[config.mk]
export PLATFORM = sky130hd
export DESIGN_NAME = wb_arbiter
export DESIGN_NICKNAME = d
export VERILOG_FILES = /design/src/rtl/wb_arbiter.sv
export SDC_FILE = /design/constraint.sdc
export NUM_CORES = 1
export LEC_CHECK = 0
export ABC_AREA = 1
export BUFFER_PORTS_ARGS = -buffer_cell sky130_fd_sc_hd__buf_2
export CORE_AREA = 2 2 125 127
export CTS_CLUSTER_SIZE = 20
export DETAILED_ROUTE_END_ITERATION = 16
export DIE_AREA = 0 0 127 129
export PLACE_DENSITY = 0.54
export REMOVE_ABC_BUFFERS = 1
export SLEW_MARGIN = 20
export SYNTH_ARGS = -nofsm -noshare
export SYNTH_HDL_FRONTEND = slang
export SYNTH_SLANG_ARGS = --single-unit
[constraint.sdc]
create_clock -name clk_i -period 2.32 [get_ports clk_i]
set_input_delay 0.116 -clock clk_i [delete_from_list [all_inputs] [get_ports clk_i]]
set_output_delay 0.116 -clock clk_i [all_outputs]
set_load 0.01 [all_outputs]
[src/rtl/wb_arbiter.sv]
// Two-master Wishbone arbiter: round-robin grant held for the whole CYC of the
// granted master, with a stalled-strobe watchdog that aborts the transfer.
module wb_arbiter #(
    parameter int unsigned WB_DATA_WIDTH  = 32,
    parameter int unsigned WB_ADDR_WIDTH  = 32,
    parameter int unsigned WB_SEL_WIDTH   = 4,
    parameter int unsigned TIMEOUT_CYCLES = 255
) (
    input  logic                     clk_i,
    input  logic                     rst_i,

    input  logic [WB_ADDR_WIDTH-1:0] m0_addr_i,
    input  logic [WB_DATA_WIDTH-1:0] m0_data_i,
    input  logic                     m0_we_i,
    input  logic [WB_SEL_WIDTH-1:0]  m0_sel_i,
    input  logic                     m0_stb_i,
    input  logic                     m0_cyc_i,
    output logic                     m0_ack_o,
    output logic                     m0_err_o,
    output logic [WB_DATA_WIDTH-1:0] m0_data_o,

    input  logic [WB_ADDR_WIDTH-1:0] m1_addr_i,
    input  logic [WB_DATA_WIDTH-1:0] m1_data_i,
    input  logic                     m1_we_i,
    input  logic [WB_SEL_WIDTH-1:0]  m1_sel_i,
    input  logic                     m1_stb_i,
    input  logic                     m1_cyc_i,
    output logic                     m1_ack_o,
    output logic                     m1_err_o,
    output logic [WB_DATA_WIDTH-1:0] m1_data_o,

    output logic [WB_ADDR_WIDTH-1:0] s_addr_o,
    output logic [WB_DATA_WIDTH-1:0] s_data_o,
    output logic                     s_we_o,
    output logic [WB_SEL_WIDTH-1:0]  s_sel_o,
    output logic                     s_stb_o,
    output logic                     s_cyc_o,
    input  logic                     s_ack_i,
    input  logic [WB_DATA_WIDTH-1:0] s_data_i,

    output logic [1:0]               grant_o,
    output logic                     timeout_o,
    input  logic                     timeout_clr_i
);

    typedef enum logic [1:0] {
        IDLE  = 2'd0,
        GNT0  = 2'd1,
        GNT1  = 2'd2,
        ABORT = 2'd3
    } state_t;

    localparam logic [15:0] LP_LIMIT = 16'(TIMEOUT_CYCLES - 1);

    state_t      r_state;
    state_t      w_next;
    logic        r_last;
    logic [15:0] r_cnt;
    logic [15:0] w_cnt_next;
    logic        r_timeout;
    logic        w_set;

    always_ff @(posedge clk_i or negedge rst_i) begin
        if (!rst_i) begin
            r_state   <= IDLE;
            r_last    <= 1'b1;
            r_cnt     <= '0;
            r_timeout <= 1'b0;
        end else begin
            r_state <= w_next;
            r_cnt   <= w_cnt_next;
            if (r_state == IDLE && w_next == GNT0) begin
                r_last <= 1'b0;
            end else if (r_state == IDLE && w_next == GNT1) begin
                r_last <= 1'b1;
            end
            // A new abort outranks a clear requested in the same cycle.
            if (w_set) begin
                r_timeout <= 1'b1;
            end else if (timeout_clr_i) begin
                r_timeout <= 1'b0;
            end
        end
    end

    assign timeout_o = r_timeout;

    always_comb begin
        s_addr_o   = '0;
        s_data_o   = '0;
        s_we_o     = 1'b0;
        s_sel_o    = '0;
        s_stb_o    = 1'b0;
        s_cyc_o    = 1'b0;
        m0_ack_o   = 1'b0;
        m0_err_o   = 1'b0;
        m0_data_o  = '0;
        m1_ack_o   = 1'b0;
        m1_err_o   = 1'b0;
        m1_data_o  = '0;
        grant_o    = 2'b00;
        w_next     = r_state;
        w_cnt_next = '0;
        w_set      = 1'b0;

        case (r_state)
            IDLE: begin
                if (m0_cyc_i && m1_cyc_i) begin
                    w_next = r_last ? GNT0 : GNT1;
                end else if (m0_cyc_i) begin
                    w_next = GNT0;
                end else if (m1_cyc_i) begin
                    w_next = GNT1;
                end
            end
            GNT0, GNT1: begin
                if (r_state == GNT0) begin
                    s_addr_o  = m0_addr_i;
                    s_data_o  = m0_data_i;
                    s_we_o    = m0_we_i;
                    s_sel_o   = m0_sel_i;
                    s_stb_o   = m0_stb_i;
                    s_cyc_o   = m0_cyc_i;
                    m0_ack_o  = s_ack_i;
                    m0_data_o = s_data_i;
                    grant_o   = 2'b01;
                end else begin
                    s_addr_o  = m1_addr_i;
                    s_data_o  = m1_data_i;
                    s_we_o    = m1_we_i;
                    s_sel_o   = m1_sel_i;
                    s_stb_o   = m1_stb_i;
                    s_cyc_o   = m1_cyc_i;
                    m1_ack_o  = s_ack_i;
                    m1_data_o = s_data_i;
                    grant_o   = 2'b10;
                end
                // An ACK in the expiring cycle keeps the transfer alive.
                if (!s_cyc_o) begin
                    w_next = IDLE;
                end else if (s_stb_o && !s_ack_i) begin
                    if (r_cnt == LP_LIMIT) begin
                        w_next = ABORT;
                        w_set  = 1'b1;
                    end else if (r_cnt != 16'hFFFF) begin
                        w_cnt_next = r_cnt + 16'd1;
                    end else begin
                        w_cnt_next = r_cnt;
                    end
                end
            end
            ABORT: begin
                m0_err_o = ~r_last;
                m1_err_o = r_last;
                w_next   = IDLE;
            end
            default: w_next = IDLE;
        endcase
    end

endmodule

# Word level (Yosys, flattened, before mapping)
# Index checks and enable logic that the tools add are counted.
[classes] addsub=1 eq_ne=8 n_mux=47 n_bitwise=1 reduce_logical=9
[ops] cell="32-bit 2-to-1 mux" count=8
[ops] cell="16-bit 2-to-1 mux" count=5
[ops] cell="1-bit 2-to-1 mux" count=22
[ops] cell="2-bit 2-to-1 mux" count=9
[ops] cell="16-bit by 1-bit adder with 16-bit output (second input constant)" count=1
[ops] cell="16-bit by 8-bit == test with 1-bit output (second input constant)" count=1
[ops] cell="16-bit != test (second input constant)" count=1
[ops] cell="4-bit 2-to-1 mux" count=2
[ops] cell="2-bit == test (second input constant)" count=3
[ops] cell="2-bit one-hot mux with 3 select lines" count=1
[ops] cell="5-bit != test (second input constant)" count=1
[ops] cell="2-bit by 1-bit == test with 1-bit output (second input constant)" count=2
[ops] cell="1-bit logical AND" count=4
[ops] cell="2-bit nonzero test" count=2
[ops] cell="2-bit logical NOT" count=1
[ops] cell="2-bit OR reduction" count=1
[ops] cell="1-bit logical NOT" count=1
[ops] cell="1-bit NOT" count=1
[word_totals] reg_bits=20 input_bits=178 output_inout_bits=142 elab_cells=70

# Depth between registers and ports, before layout
# Gate-level depths: netlist of run 1.
[depth] word_depth=11 mapped_depth=13 depth_no_buf=13

# Worst setup path before layout of run 1
# Ideal clock, no wire load.
[synth_path] kind="flip-flop to flip-flop" from="register r_state[1]" to="register r_cnt[0]" setup_time_ns=0.117 t_arrival_ns=1.640 required_time_ns=2.203 path_slack_ns=0.563 stages_incl_launch_ff=12 path_buffers=0 synth_period_minus_slack_ns=1.757 cell_sequence="dfrtp_1 > inv_1 > ha_1 > nor2_1 > nor2_4 > nand2_1 > inv_2 > nand3_2 > nor2_2 > nand2_2 > nand3_1 > nand2_1"
[synth_between] elab_chain_len=7 word_cells_on_any_way=12 cone_classes="eq/ne: 3; mux: 7; reduce/logical: 2"
[synth_lines] element="start, declared" line="55" text="state_t r_state;"
[synth_lines] element="start signal, assigned" line="70" text="r_state <= w_next;"
[synth_lines] element="2-bit by 1-bit == test with 1-bit output" line="106, 117"
[synth_lines] element="1-bit 2-to-1 mux" line="117" text="if (r_state == GNT0) begin"
[synth_lines] element="1-bit 2-to-1 mux" line="106" text="case (r_state)"
[synth_lines] element="1-bit logical AND" line="141" text="end else if (s_stb_o && !s_ack_i) begin"
[synth_lines] element="16-bit 2-to-1 mux" line="141"
[synth_lines] element="16-bit 2-to-1 mux" line="139" text="if (!s_cyc_o) begin"
[synth_lines] element="16-bit 2-to-1 mux" line="106"
[synth_lines] element="end signal, assigned" line="71" text="r_cnt <= w_cnt_next;"
[synth_lines] element="end, declared" line="58" text="logic [15:0] r_cnt;"
# Parallel ways exist; a longest one is shown, timed or not. The select of a mux whose other input is x is not followed.
# A chain may end at the register's enable or synchronous reset.

# Worst setup path after layout of run 1
[layout_path] from="register r_state[0]" to="output port s_data_o[18]"
[layout_between] elab_chain_len=3 word_cells_on_any_way=5 cone_classes="eq/ne: 2; mux: 2; reduce/logical: 1"
[layout_lines] element="2-bit by 1-bit == test with 1-bit output / 2-bit == test (equally long branches)" line="106, 117"
[layout_lines] element="32-bit 2-to-1 mux / 2-bit OR reduction (equally long branches)" line="117, 106"
[layout_lines] element="32-bit 2-to-1 mux *" line="106"
[layout_lines] element="end, declared" line="33" text="output logic [WB_DATA_WIDTH-1:0] s_data_o,"
# Every way passes the cells marked *; elsewhere a longest branch is shown, timed or not.

==> results.txt, run 1 <==
----------------------------------------------------
[Routing]
  Routed WL ... 18480 µm
  Remaining antenna violation count ... 0
  Routed length per placed instance ... 17.16 µm
  Top routing layer in use ... met4
  Met3 WL ... 2245 µm
  Number of remaining DRC errors ... 0
  Detailed-routed wire length on met2 ... 8032 µm
  Mean number of vias per cell ... 4.365
  Via Count ... 4701
  Initial DRC count ... 375
  Initial DRT Pass Iterations ... 5
  Met1 wire length ... 8114 µm

[Synth]
  Avg Cell Area, Syn ... 5.120 µm²
  Dominant cell type by area after synthesis ... sky130_fd_sc_hd__nor2_1
  Top flip-flop cell by instance count after synthesis ... sky130_fd_sc_hd__dfrtp_1
  Cell variety after synth ... 32
  Cells after synthesis ... 578
  Top cells by area, synth ... sky130_fd_sc_hd__nor2_1 25%, sky130_fd_sc_hd__dfrtp_1 16%, sky130_fd_sc_hd__inv_1 12%
  Cell types with the highest counts after synthesis ... 198 x sky130_fd_sc_hd__nor2_1, 98 x sky130_fd_sc_hd__inv_1, 84 x sky130_fd_sc_hd__nand2_1, 72 x sky130_fd_sc_hd__o21ai_0, 27 x sky130_fd_sc_hd__clkbuf_1
  Sequential fraction of the synthesis area ... 0.1696
  Share of Yosys cell area claimed by the top area cell type ... 0.2512
  Most frequently used cell type in the post-synthesis netlist ... sky130_fd_sc_hd__nor2_1
  Synthesized cell area ... 2959 µm²
  Number of synthesized register bits ... 20
  Count of flip-flops with a built-in enable after synthesis ... 0
  Warnings, synthesis ... 0
  Share of async-settable or async-resettable flops after synthesis ... 1.000

[CTS]
  H-tree levels ... 1
  Post-CTS setup buffer count ... 0
  Total clock buffers created by CTS ... 3
  Clk Tree Root Cell ... sky130_fd_sc_hd__clkbuf_16
  Clock tree sinks ... 20
  Clock network latency to the later pin of the worst-skew pair ... 0.25 ns
  Clock tree from TritonCTS ... done
  Register clock-pin slew on the reported worst setup and hold paths ... 0.06 ns
  Bufs on Longest Clock Path ... 2

[Critical path]
  Biggest cell delay along the critical path ... 0.43 ns
  Sort of element at the end of the critical path ... primary output
  Data required time of the critical path ... 2.20 ns
  Biggest fanout along the worst timing path ... 53
  Reg-to-reg critical path startpoint ... r_state[0]
  Cells on worst reg2reg path ... 8
  Slowest-stage cell, CP ... sky130_fd_sc_hd__dfrtp_1
  Crit path launch type ... flip-flop
  CP Class ... flip-flop to primary output
  Critical-path cell list ... inv_1, ha_2, buf_12, o21ai_0, nor2_1, buf_2
  Crit path from ... r_state[0]
  Endpoint arrival time on the critical path ... 2.10 ns

[Job]
  Maxcap violations ... 0

[Placement]
  Placer congestion estimate ... 0.9230
  Number of I/O port buffers ... 319
  Detailed-placement wirelength estimate ... 15880 µm

[Floorplanning]
  Die X ... 127 µm
  DIE AREA ... 16380 µm²
  Count of standard-cell rows ... 45
  Top-Level Pins ... 320
  Die Ht ... 129 µm
  Placeable core region ... 14980 µm²
  Initial standard-cell utilization of the core ... 0.1976

[Power]
  Flop pwr share ... 0.073
  Design Power ... 5.721 mW
  Largest vdd supply drop ... 0.5427 mV
  Switching share of power ... 0.5982
  Net switching component of the power ... 3.422 mW
  Power density normalized to cell area ... 1169 nW/µm²
  Internal power summed over all cells ... 2.299 mW
  Logic gate share of total power ... 0.858
  Leakage power figure ... 3.264 nW
  Clock network fraction of design power ... 0.069

[STA]
  Final Skew ... 0.001083 ns
  Max Transition Viols Final ... 0
  RSZ-0062 raised after global routing ... false
  Peak clock frequency supported by timing ... 450.5 MHz
  Final setup violation count ... 0
  Tightest Pin Transition ... 0.4786 ns
  Tmin final ... 2.220 ns
  Setup tns final ... 0 ns
  Total count of hold-check failures in the final report ... 0
  Relative slew slack ... 0.6810
  Period utilization ... 0.9567

[GRT]
  Initial antenna violation count ... 10
  Maximum number of pins on one net before global-route repair ... 74
  Number of global-route vias before repair ... 4441
  Aggregate global routing overflow ... 0
  Global-route wire length before repair ... 26390 µm
  Overall fraction of global-route tracks in use ... 0.2144

[Min path]
  Worst hold path cell count ... 2
  Worst min-delay path category ... input pin to flip-flop
  Startpoint of the most critical hold path ... timeout_clr_i

[Final layout]
  Core utilization of the finished layout ... 0.3267
  Net count of the finished layout ... 1065
  Share of post-route cells with drive strength above 1 ... 0.4057
  Signed area change from the synthesized netlist to the final layout ... 65.37%

[Status]
  Run status ... finished clean

----------------------------------------------------
==> layout make-up <==
| class | count | area, µm² |
|---|---|---|
| antenna | 9 | 22.52 |
| clock buffer | 4 | 88.84 |
| inverter | 101 | 379.1 |
| multi-input combinational | 425 | 1959 |
| sequential | 20 | 501.7 |
| timing repair buffer | 330 | 1707 |
| tap | 188 | 235.2 |
| fill | 1759 | 10080 |
==> path summary, 6_finish.rpt <==
path                           endpoint  slack, ns
hold / removal                timeout_o        0.1
setup / recovery           s_data_o[18]       0.10
setup reg to reg               r_cnt[1]       0.31
hold reg to reg                  r_last       0.55
max in group asynchronous        r_last       1.61
min in group asynchronous     r_cnt[14]       0.35
==> cells by family after synthesis <==
group | Yosys count | synth area share
fa+ha+maj | 6 | 0.02537
simple gates | 326 | 0.4545
buf+inv | 133 | 0.1734
compound gates | 85 | 0.1535
xor+xnor | 8 | 0.02368
flops | 20 | 0.1696
==> cell usage in the layout (no fill, tap or decap), types with 4 or more instances in the layout <==
cell / Yosys / final
sky130_fd_sc_hd__nor2_1: 198 / 198
sky130_fd_sc_hd__inv_1: 98 / 98
sky130_fd_sc_hd__nand2_2: 4 / 4
sky130_fd_sc_hd__xor2_1: 6 / 6
sky130_fd_sc_hd__buf_4: 1 / 8
sky130_fd_sc_hd__o21ai_0: 72 / 72
sky130_fd_sc_hd__buf_2: 2 / 319
sky130_fd_sc_hd__nand4_1: 13 / 13
sky130_fd_sc_hd__dfrtp_1: 19 / 19
sky130_fd_sc_hd__nand2_1: 84 / 84
sky130_fd_sc_hd__nor2_2: 5 / 5
sky130_fd_sc_hd__ha_1: 6 / 4
sky130_fd_sc_hd__nand3_1: 12 / 12
sky130_fd_sc_hd__diode_2: 0 / 9
==> stage by stage <==
stage | std cells | hold slack [ns] | setup WS (ns) | area (µm²)
2_1_floorplan | 546 | -0.1796 | -1.820 | 2825
3_3_place_gp | 1063 | 0.1034 | 0.3654 | 4772
3_5_place_dp | 1063 | 0.09944 | 0.3216 | 4772
4_1_cts | 1068 | 0.1046 | 0.1350 | 4871
5_1_grt | 1070 | 0.09485 | 0.005725 | 4876
6_report | 1077 | 0.09798 | 0.1004 | 4893
==> layer usage <==
layer  GRT usage  up-vias
li1            -     2363
met1      0.3035     2095
met2      0.3365      237
met3     0.06154        6
met4     0.02133        0
met5           0        -
==> state kept, by name, summed over array words and instances, names as in the netlist <==
name,count
timeout_o,1
r_last,1
r_cnt,16
r_state,2
==> power by group through the flow <==
stage          combinational, mW  sequential (mW)  clock, mW
3_5_place_dp                4.87            0.427          0
2_1_floorplan               2.45            0.416          0
3_3_place_gp                4.84            0.427          0
6_report                    4.91            0.420      0.393
5_1_grt                     5.36            0.426      0.423
4_1_cts                     4.89            0.420      0.399
==> repair_timing <==
action | in CTS | in global routing
hold endpoints to repair | 19 | 0
hold buffers | 1 | 0
gates resized for setup | 0 | 0
==> worst max-delay path: cells and delay by family, from the launching register on <==
kind | cells | cell delay [ns]
flip-flops | 1 | 0.43
adder cells (fa/ha/maj) | 1 | 0.37
AO/OA/AOI/OAI | 1 | 0.12
AND/OR/NAND/NOR | 1 | 0.37
buffers and inverters | 3 | 0.55
(Power assumes the default switching activity.)
==> run 2: changes to the inputs <==
==> constraint.sdc (replaced) <==
create_clock -name clk_i -period 2.32 [get_ports clk_i]
set_input_delay 0.116 -clock clk_i [delete_from_list [all_inputs] [get_ports clk_i]]
set_output_delay 0.116 -clock clk_i [all_outputs]
set_load 0.1 [all_outputs]
==> run 2 against run 1 <==
Effect of this change:
- critical path depth unchanged
- hold slack worse by 0.045 ns
- non-clock buffer count is 1 higher
- setup slack gained 0.0059 ns
- final area up 28%
- clock skew is 0.00099 ns higher
- sequential cell count stayed put
- highest routed layer unchanged
==> results.txt, run 2 (synthesized netlist as in run 1, its figures left out) <==
----------------------------------------------------
[Status]
  Run status ... finished clean

[CTS]
  Total clock buffers created by CTS ... 3
  Post-CTS setup buffer count ... 0
  Bufs on Longest Clock Path ... 2
  Clk Tree Root Cell ... sky130_fd_sc_hd__clkbuf_16
  Clock network latency to the later pin of the worst-skew pair ... 0.25 ns
  Clock tree sinks ... 20
  Register clock-pin slew on the reported worst setup and hold paths ... 0.06 ns
  Clock tree from TritonCTS ... done
  H-tree levels ... 1

[STA]
  Peak clock frequency supported by timing ... 451.7 MHz
  Period utilization ... 0.9542
  Max Transition Viols Final ... 0
  Tightest Pin Transition ... 0.4928 ns
  Tmin final ... 2.214 ns
  Setup tns final ... 0 ns
  Total count of hold-check failures in the final report ... 0
  Final setup violation count ... 0
  Relative slew slack ... 0.6715
  Final Skew ... 0.002071 ns

[GRT]
  Initial antenna violation count ... 4
  Maximum number of pins on one net before global-route repair ... 67
  Overall fraction of global-route tracks in use ... 0.2204
  Number of global-route vias before repair ... 4533
  Global-route wire length before repair ... 27260 µm
  Aggregate global routing overflow ... 0

[Final layout]
  Highest-count cells in the layout ignoring fill and taps ... 226 x sky130_fd_sc_hd__buf_2, 165 x sky130_fd_sc_hd__nor2_1, 98 x sky130_fd_sc_hd__inv_1, 84 x sky130_fd_sc_hd__nand2_1, 83 x sky130_fd_sc_hd__buf_12
  Sequential cell area ... 503.0 µm²
  Net count of the finished layout ... 1066
  Combined area of the multi-input logic cells ... 2042 µm²
  Biggest regs ... r_cnt: 16 flops, r_state: 2 flops
  Number of filler instances in the final layout ... 1613
  Core utilization of the finished layout ... 0.4167
  Top reg by flops ... r_cnt
  Non-filler instance count after layout ... 1076
  Signed area change from the synthesized netlist to the final layout ... 110.9%
  Share of post-route cells with drive strength above 1 ... 0.4449
  Max FFs per register ... 16
  Most common cell after layout, fill and taps aside ... sky130_fd_sc_hd__buf_2

[Floorplanning]
  Top-Level Pins ... 320
  Die X ... 127 µm
  Placeable core region ... 14980 µm²
  DIE AREA ... 16380 µm²
  Die Ht ... 129 µm
  Initial standard-cell utilization of the core ... 0.1976
  Count of standard-cell rows ... 45

[Critical path]
  Slowest-stage cell, CP ... sky130_fd_sc_hd__buf_2
  Register-to-register path setup slack ... 0.33 ns
  Cells on worst reg2reg path ... 10
  Crit path capture ... s_addr_o[16]
  Sort of element at the end of the critical path ... primary output
  Crit Reg-Reg Endpoint ... r_cnt[1]
  Biggest fanout along the worst timing path ... 63
  Endpoint arrival time on the critical path ... 2.10 ns
  CP Class ... flip-flop to primary output
  Crit path launch type ... flip-flop
  Data required time of the critical path ... 2.20 ns
  Biggest cell delay along the critical path ... 0.45 ns
  Critical-path cell list ... inv_1, ha_2, buf_12, o21ai_0, nor2_1, buf_2
  Reg-to-reg critical path startpoint ... r_cnt[0]
  Crit path from ... r_state[1]

[Routing]
  Initial DRT Pass Iterations ... 5
  Mean number of vias per cell ... 4.384
  Number of remaining DRC errors ... 0
  Via Count ... 4717
  Remaining antenna violation count ... 0
  Routed length per placed instance ... 17.50 µm
  Routed WL ... 18830 µm
  Initial DRC count ... 397

[Placement]
  Placer congestion estimate ... 0.9347
  Number of I/O port buffers ... 319
  Placed Cells incl. Taps ... 1064
  Detailed-placement wirelength estimate ... 16150 µm

[Job]
  Maxcap violations ... 0

[Min path]
  Worst min-delay path category ... input pin to flip-flop

----------------------------------------------------
## run 2: cell types whose count changed in the layout (fill, tap and decap cells not counted), sizes merged
cell	previous run	this run
buf	329	321
clkbuf	4	13
diode	9	7
## run 2: repair_timing
item	CTS	global route
hold endpoints to repair	19	0
gates cloned	0	0
endpoints found under the setup margin	3	58
hold buffers	1	0
gates resized for setup	3	51
## run 2: area by class of cell
type,count,area share
Timing Repair Buffer,331,0.4767
Multi-Input combinational cell,425,0.3272
Sequential cell,20,0.08059
Inverter,101,0.06075
Tap cell,188,0.03769
Clock buffer,4,0.01423
Antenna cell,7,0.002807
## run 2: worst min path at each step
stage                       start   endpoint  slack, ns  cells past startpoint
global route        timeout_clr_i  timeout_o       0.07                      2
CTS                 timeout_clr_i  timeout_o       0.05                      2
floorplan                   rst_i   r_cnt[0]      -0.18                      0
finish              timeout_clr_i  timeout_o       0.05                      2
global placement            rst_i  r_cnt[11]       0.11                      1
detailed placement          rst_i  r_cnt[11]       0.10                      1
## run 2: through the flow
stage / hold slack [ns] / instance area (µm²) / worst slack (ns)
CTS: 0.05140 / 6100 / 0.003733
finish: 0.05279 / 6241 / 0.1063
detailed placement: 0.1019 / 5993 / 0.1837
global placement: 0.1105 / 5993 / 0.2020
floorplan: -0.1796 / 2825 / -3.225
global route: 0.06992 / 6226 / -0.01123
## run 2: per-layer routing
| metal | up-vias | GRT usage | share of wire |
|---|---|---|---|
| met4 | 0 | 0.03555 | 0.013 |
| met5 | - | 0 | 0 |
| met3 | 14 | 0.06403 | 0.11 |
| met2 | 211 | 0.3308 | 0.44 |
| li1 | 2361 | - | - |
| met1 | 2131 | 0.3182 | 0.44 |
## run 2: worst max-delay path: cells and delay by family (launching register included)
family / cells / cell delay [ns]
AO/OA/AOI/OAI: 1 / 0.12
adder cells (fa/ha/maj): 1 / 0.37
buffers and inverters: 3 / 0.79
flip-flops: 1 / 0.39
AND/OR/NAND/NOR: 1 / 0.14
Power of run 2 is not shown: default switching activity piles up to over one toggle a cycle in this logic, so the estimate is an artifact.
